==> src/rtl/mips_div_pkg.sv <==
// Shared types and constants for the multi-cycle divide unit.
// Early-out behaviour is enabled with MIPS_DIV_EARLY_OUT_EN.
package mips_div_pkg;

    typedef enum logic [1:0] {
        IDLE,
        RUN,
        FIX
    } div_state_e;

    localparam int DIV_WIDTH = 32;
    localparam int DIV_ITERS = DIV_WIDTH;

    localparam logic [DIV_WIDTH-1:0] DIV_ZERO_QUO = '1;

endpackage

==> src/rtl/mips_div_step.sv <==
// One restoring-division iteration: shift, trial subtract, select.
// Purely combinational; the top sequences it once per clock.
module mips_div_step #(
    parameter int WIDTH = 32
) (
    input  logic [WIDTH:0]   rem_in,
    input  logic [WIDTH-1:0] quo_in,
    input  logic [WIDTH-1:0] dvs,
    output logic [WIDTH:0]   rem_out,
    output logic [WIDTH-1:0] quo_out
);

    logic [WIDTH+1:0] shifted;
    logic [WIDTH+1:0] diff;
    logic             take;

    always_comb begin
        shifted = {rem_in, quo_in[WIDTH-1]};
        // One extra bit so a borrow is never confused with a large remainder
        diff    = shifted - {2'b00, dvs};
        take    = ~diff[WIDTH+1];
        rem_out = take ? diff[WIDTH:0] : shifted[WIDTH:0];
        quo_out = {quo_in[WIDTH-2:0], take};
    end

endmodule

==> src/rtl/mips_divider.sv <==
// Multi-cycle signed/unsigned divider producing HI (remainder) and LO (quotient).
// Define MIPS_DIV_EARLY_OUT_EN to skip iterations for zero or oversized divisors.
module mips_divider
    import mips_div_pkg::*;
#(
    parameter int WIDTH = DIV_WIDTH
) (
    input  logic             clk,
    input  logic             reset,
    input  logic             start,
    input  logic             is_signed,
    input  logic [WIDTH-1:0] dividend,
    input  logic [WIDTH-1:0] divisor,
    output logic             busy,
    output logic             done,
    output logic [WIDTH-1:0] quotient,
    output logic [WIDTH-1:0] remainder,
    output logic             div_by_zero
);

    localparam int CNT_W = $clog2(WIDTH) + 1;

    div_state_e state, state_nx;

    logic [CNT_W-1:0] count;
    logic [WIDTH:0]   pr, pr_nx;
    logic [WIDTH-1:0] q, q_nx;
    logic [WIDTH-1:0] dmag, raw;
    logic             qsign, rsign, dz;

    logic             a_neg, b_neg, early;
    logic [WIDTH-1:0] amag, bmag;

    assign a_neg = is_signed & dividend[WIDTH-1];
    assign b_neg = is_signed & divisor[WIDTH-1];
    assign amag  = a_neg ? -dividend : dividend;
    assign bmag  = b_neg ? -divisor : divisor;

`ifdef MIPS_DIV_EARLY_OUT_EN
    assign early = (divisor == '0) || (amag < bmag);
`else
    assign early = 1'b0;
`endif

    mips_div_step #(
        .WIDTH(WIDTH)
    ) u_step (
        .rem_in (pr),
        .quo_in (q),
        .dvs    (dmag),
        .rem_out(pr_nx),
        .quo_out(q_nx)
    );

    always_comb begin
        state_nx = state;
        unique case (state)
            IDLE: if (start) state_nx = early ? FIX : RUN;
            RUN:  if (count == CNT_W'(WIDTH - 1)) state_nx = FIX;
            FIX:  state_nx = IDLE;
            default: state_nx = IDLE;
        endcase
    end

    assign busy = (state != IDLE);

    always_ff @(posedge clk or posedge reset) begin
        if (reset) begin
            state       <= IDLE;
            count       <= '0;
            pr          <= '0;
            q           <= '0;
            dmag        <= '0;
            raw         <= '0;
            qsign       <= 1'b0;
            rsign       <= 1'b0;
            dz          <= 1'b0;
            done        <= 1'b0;
            quotient    <= '0;
            remainder   <= '0;
            div_by_zero <= 1'b0;
        end else begin
            state <= state_nx;
            done  <= 1'b0;
            unique case (state)
                IDLE: begin
                    if (start) begin
                        count <= '0;
                        qsign <= a_neg ^ b_neg;
                        rsign <= a_neg;
                        raw   <= dividend;
                        dz    <= (divisor == '0);
                        dmag  <= bmag;
                        // Early out leaves the whole dividend as remainder
                        pr    <= early ? {1'b0, amag} : '0;
                        q     <= early ? '0 : amag;
                    end
                end
                RUN: begin
                    pr    <= pr_nx;
                    q     <= q_nx;
                    count <= count + 1'b1;
                end
                FIX: begin
                    done        <= 1'b1;
                    div_by_zero <= dz;
                    quotient    <= dz ? WIDTH'(DIV_ZERO_QUO)
                                      : (qsign ? -q : q);
                    remainder   <= dz ? raw
                                      : WIDTH'(rsign ? -pr : pr);
                end
                default: ;
            endcase
        end
    end

endmodule
==> config.mk <==
export PLATFORM = sky130hd
export DESIGN_NAME = mips_divider
export DESIGN_NICKNAME = d
export VERILOG_FILES = /design/src/rtl/mips_div_pkg.sv /design/src/rtl/mips_div_step.sv /design/src/rtl/mips_divider.sv
export SDC_FILE = /design/constraint.sdc
export NUM_CORES = 1
export LEC_CHECK = 0
export ABC_AREA = 1
export CORE_MARGIN = 3
export CORE_UTILIZATION = 47
export CTS_BUF_LIST = sky130_fd_sc_hd__clkbuf_2
export DETAILED_ROUTE_END_ITERATION = 16
export DONT_BUFFER_PORTS = 1
export PLACE_DENSITY_LB_ADDON = 0.3
export SLEW_MARGIN = 20
export SYNTH_ARGS = -nofsm -noshare
export SYNTH_HDL_FRONTEND = slang
export SYNTH_SLANG_ARGS = --single-unit
==> constraint.sdc <==
create_clock -name clk -period 13.6 [get_ports clk]
set_clock_uncertainty 0.1 [all_clocks]
set_input_delay 4.08 -clock clk [delete_from_list [all_inputs] [get_ports clk]]
set_output_delay 4.08 -clock clk [all_outputs]
set_load 0.02 [all_outputs]
Word level (Yosys, flattened, before mapping)
Cells that the tools add are included.
{"block": "totals", "elab_cells": 52, "regBits": 206, "inputBits": 68, "output_inout_bits": 67}
{"block": "op_classes", "n_mux": 17, "n_eq_ne": 5, "bitwise_logic": 4, "n_addsub": 6, "reduce_logical": 7}
{"op": "32-bit 2-to-1 mux", "n": 7}
{"op": "32-bit negation", "n": 4}
{"op": "33-bit 2-to-1 mux", "n": 2}
{"op": "33-bit one-hot mux with 2 select lines", "n": 1}
{"op": "32-bit one-hot mux with 2 select lines", "n": 1}
{"op": "34-bit by 32-bit subtractor with 34-bit output", "n": 1}
{"op": "32-bit zero test", "n": 1}
{"op": "6-bit one-hot mux with 2 select lines", "n": 1}
{"op": "6-bit by 1-bit adder with 6-bit output, second input constant", "n": 1}
{"op": "6-bit by 5-bit equality test with 1-bit output, second input constant", "n": 1}
{"op": "6-bit 2-to-1 mux", "n": 1}
{"op": "2-bit AND reduction", "n": 3}
{"op": "2-bit 2-to-1 mux", "n": 2}
{"op": "2-bit inequality test, second input constant", "n": 2}
{"op": "2-bit one-hot mux with 2 select lines", "n": 1}
{"op": "2-bit nonzero test", "n": 2}
{"op": "1-bit AND", "n": 2}
{"op": "2-bit by 1-bit equality test with 1-bit output, second input constant", "n": 1}
{"op": "2-bit equality test, second input constant", "n": 1}
{"op": "2-bit zero test", "n": 1}
{"op": "1-bit 2-to-1 mux", "n": 1}
{"op": "1-bit inverter", "n": 1}
{"op": "1-bit bitwise XOR", "n": 1}

Longest topological paths before layout
{"block": "depth", "word_depth": 4, "depth_mapped": 18, "mapped_depth_nobuf": 17}

By module
Synthesis repeated with hierarchy kept, for this count alone.
{"block": "unflattened", "hier_cells": 2394, "hier_area_um2": 15412.3}
{"module": "mips_divider", "area_per_inst_um2": 11727.5, "cells_each": 1641, "seq_area_each_um2": 5154.9, "instances": 1}
{"module": "mips_div_step", "area_per_inst_um2": 3684.8, "cells_each": 753, "seq_area_each_um2": 0.0, "instances": 1}

Worst setup path after synthesis
No wires, ideal clock.
{"block": "synth_timing", "path_kind": "in2reg", "startpoint": "input dividend[1]", "endpoint": "register q[24]", "stages": 11, "setup_ps": 83, "t_arrival_ps": 5339, "path_slack_ps": 8078, "cell_sequence": "inv_1 ha_1 nand2_1 nor2_1 nand3_1 nor2_1 nand2_1 nor2_4 a21oi_1 xor2_1 o21ai_0"}
{"block": "synth_between", "elab_chain_cells": 4}
{"element": "start: declaration", "line": "mips_divider.sv:12", "text": "input logic [WIDTH-1:0] dividend,"}
{"element": "32-bit negation", "line": "mips_divider.sv:36", "text": "assign amag = a_neg ? -dividend : dividend;"}
{"element": "32-bit 2-to-1 mux", "line": "mips_divider.sv:36"}
{"element": "32-bit 2-to-1 mux", "line": "mips_divider.sv:87", "text": "if (start) begin"}
{"element": "32-bit one-hot mux with 2 select lines", "line": "mips_divider.sv:85", "text": "unique case (state)"}
{"element": "end signal: assignment", "line": "mips_divider.sv:96", "text": "q <= early ? '0 : amag;"}
{"element": "end signal: assignment", "line": "mips_divider.sv:101", "text": "q <= q_nx;"}
{"element": "end: declaration", "line": "mips_divider.sv:27", "text": "logic [WIDTH-1:0] q, q_nx;"}
No other way between the ends. The select of a mux whose other input is x is not followed.
A chain may end at the register's enable or synchronous reset.

Worst setup path after layout
{"block": "layout_timing", "startpoint": "input start", "endpoint": "register count[4]"}
{"block": "layout_between", "elab_chain_cells": 2}
{"element": "start: declaration", "line": "mips_divider.sv:10", "text": "input logic start,"}
{"element": "2-bit inequality test (no source line)"}
{"element": "2-bit AND reduction (no source line)"}
{"element": "end signal: assignment", "line": "mips_divider.sv:102", "text": "count <= count + 1'b1;"}
{"element": "end: declaration", "line": "mips_divider.sv:25", "text": "logic [CNT_W-1:0] count;"}
No other way between the ends.

==> impl_metrics.tcl <==
set metrics [dict create \
    outcome "finished, final reports clean" \
    ir_worst_vdd_uv 195.4 \
    clk_pin_slew_ns 0.10 \
    track_usage_pct 26.79 \
    final.min_clock_period_ns 6.147 \
    worstHoldStart "raw[20]" \
    power_density_nw_per_um2 271.8 \
    endpoint_kind "flip-flop" \
    grt_pass1_wl_um 71910 \
    arrival_ns 6.86 \
    grt_max_degree 136 \
    synth_edf_count 0 \
    antenna_found_initial 1 \
    finalSetupViolations 0 \
    synth.area.top_cells "dfrtp_1, nand2_1, inv_1, nand3_1, nor2_1" \
    ys_ff_latch 206 \
    critPathLaunchType "input pin" \
    cp_max_fo 114 \
    rsz0062_at_grt "false" \
    drive_above_1_share_pct 9.150 \
    synthesis.nets 2223 \
    fillers 3185 \
    die_w_um 182.7 \
    cts_resized 0 \
    fin_nets 2219 \
    cts_tree "built" \
    final_common_cell "nand2_1" \
    fin_crit_sh_pct 45.20 \
    cts-root-buf "clkbuf_2" \
    dr.pass1.iters 6 \
    r2r_setup_slack_ns 10.08 \
    setup-tns-final_ns 0 \
    syn_area_um2 14670 \
    finalHoldViolCount 0 \
    place_ws_ns 6.592 \
    cts_made_buffers 58 \
    yosysSeqAreaShare_pct 35.13 \
    yosys_warnings 0 \
    drc 0 \
    slew_headroom_pct 29.17 \
    drtAntennaViolNets 0 \
    clock_sinks 206 \
    min_path_cells 2 \
    holdBufCountCts 0 \
    start_util_pct 47.85 \
    synth_top_cell_by_area "dfrtp_1" \
    synthArstFlopShare_pct 100.0 \
    wl_per_cell_um 17.63 \
    reg2reg_from "state[1]" \
    critical_path_class "input pin to flip-flop" \
    syn_avg_cell_area_um2 6.932 \
    row_count 64 \
    gp_routability_congestion 0.9574 \
    worst_slew_pin_slew_ns 1.062 \
    fp.dieH_um 182.7 \
    reg2reg_to "count[4]" \
    area_delta_synth_final_pct 4.775 \
    htree_levels 2 \
    postSynthCellCount 2117 \
    fmax_mhz 162.7 \
    ys.flop_type "dfrtp_1" \
    portBuffers 0 \
    min_to "raw[20]" \
    die_area_um2 33380 \
    min_path_type "flip-flop to flip-flop" \
    drtIter0Drc 1282 \
    setup_slack_ns 7.453 \
    detail_route.vias_per_cell 5.462 \
    grt-ovfl-total 0 \
    final_cell_mix "nand2_1, inv_1, nand3_1, dfrtp_1, nor2_1" \
    core_area_um2 30670 \
    vias 13930 \
    grt_pass1_vias 13290 \
    insertion_delay_ns 0.90 \
    slew_violations 0 \
    postCtsSetupBuffers 0 \
    yosysUniqueCellTypes 56 \
    dp_hpwl_um 34510 \
    reg2regPathDepth 8 \
    synth.top_cell.area_share_pct 35.13 \
    finalWirelength_um 44970 \
    leakage_nw 7.784 \
    cts_buffer_depth 3 \
    required_ns 14.32 \
    io-pin-count 135 \
    drv_cap 0 \
]
==> worst max path at each step <==
| stage | start | end | slack, ns | cells past startpoint |
|---|---|---|---|---|
| 2_1_floorplan | reset | count[0] | 3.80 | 1 |
| 3_3_place_gp | start | q[0] | 6.68 | 7 |
| 3_5_place_dp | start | count[4] | 6.59 | 7 |
| 4_1_cts | start | count[4] | 7.56 | 7 |
| 5_1_grt | start | q[0] | 7.24 | 7 |
| 6_report | start | count[4] | 7.45 | 7 |
==> power by group <==
group          internal, W  switching (W)
Combinational     0.000864        0.00163
Clock             0.000171       0.000266
Sequential        0.000877       0.000369
Total              0.00191        0.00227
==> critical path, cell delays in order <==
cell	delay (ns)
nand2_4	0.04
buf_4	0.78
inv_2	0.67
nor2_4	0.20
buf_4	0.64
inv_1	0.22
o22ai_1	0.22
==> layout make-up <==
cell class	instances	area (um^2)	area share, %
clock inverter	12	53.80	0.3499
timing repair buffer	10	75.07	0.4883
antenna	2	5.005	0.03255
multi-input combinational	1516	7938	51.63
sequential	206	5155	33.53
tap	396	495.5	3.223
inverter	321	1212	7.886
clock buffer	88	440.4	2.865
==> synth_stat cells (5+ instances only) <==
| cell type | instances |
|---|---|
| o211ai_1 | 23 |
| and2_1 | 8 |
| buf_1 | 11 |
| or2_2 | 5 |
| xnor2_1 | 18 |
| dfrtp_1 | 206 |
| o31ai_1 | 6 |
| o21ai_0 | 103 |
| nor3_1 | 24 |
| inv_1 | 306 |
| inv_2 | 14 |
| o21ai_1 | 6 |
| nand2_1 | 563 |
| a22oi_1 | 30 |
| nand3b_1 | 8 |
| nand2_2 | 12 |
| nand4_1 | 22 |
| ha_1 | 37 |
| buf_4 | 5 |
| nor2_1 | 198 |
| a21oi_1 | 53 |
| o22ai_1 | 14 |
| a31oi_1 | 22 |
| buf_6 | 6 |
| nor2_2 | 6 |
| xor2_1 | 59 |
| nand3_1 | 219 |
| nand3_2 | 33 |
| o221ai_1 | 7 |
| clkbuf_1 | 44 |
==> layer usage <==
| layer | part of all wire, % | global-route usage (%) | vias up |
|---|---|---|---|
| li1 | - | - | 6841 |
| met1 | 47 | 39.56 | 6525 |
| met2 | 42 | 39.04 | 496 |
| met3 | 9.3 | 6.956 | 71 |
| met4 | 2.2 | 6.825 | 0 |
| met5 | 0 | 0 | - |
==> kinds of logic after synthesis <==
group                      Yosys count  synth area share [%]
AOI/OAI and AO/OA                  280                 11.49
xor gates and xnor gates            77                 4.596
adders and majority gates           38                 3.291
buffers and inverters              395                 10.95
DFF                                206                 35.13
and+or+nand+nor                   1121                 34.55
==> stage by stage <==
step,power [W],cell area (um^2),instances,hold WS (ns),util [%]
after floorplan,0.003126,14670,2117,0.3495,-
after global placement,0.003682,14880,2449,0.3655,48.50
after detailed placement,0.003731,14880,2449,0.3662,48.50
after CTS,0.004179,15370,2549,0.3906,50.11
after global routing,0.004603,15370,2550,0.4172,50.12
final,0.004179,15370,2551,0.3869,50.13
==> flip-flops by register name, summed over array words and instances (netlist names) <==
register and flops:
quotient 32, q 32, done 1, rsign 1, pr 33, qsign 1
count 6, dmag 32, dz 1, state 2, div_by_zero 1, remainder 32
raw 32
Note: power is estimated with default switching activity, not from simulation.
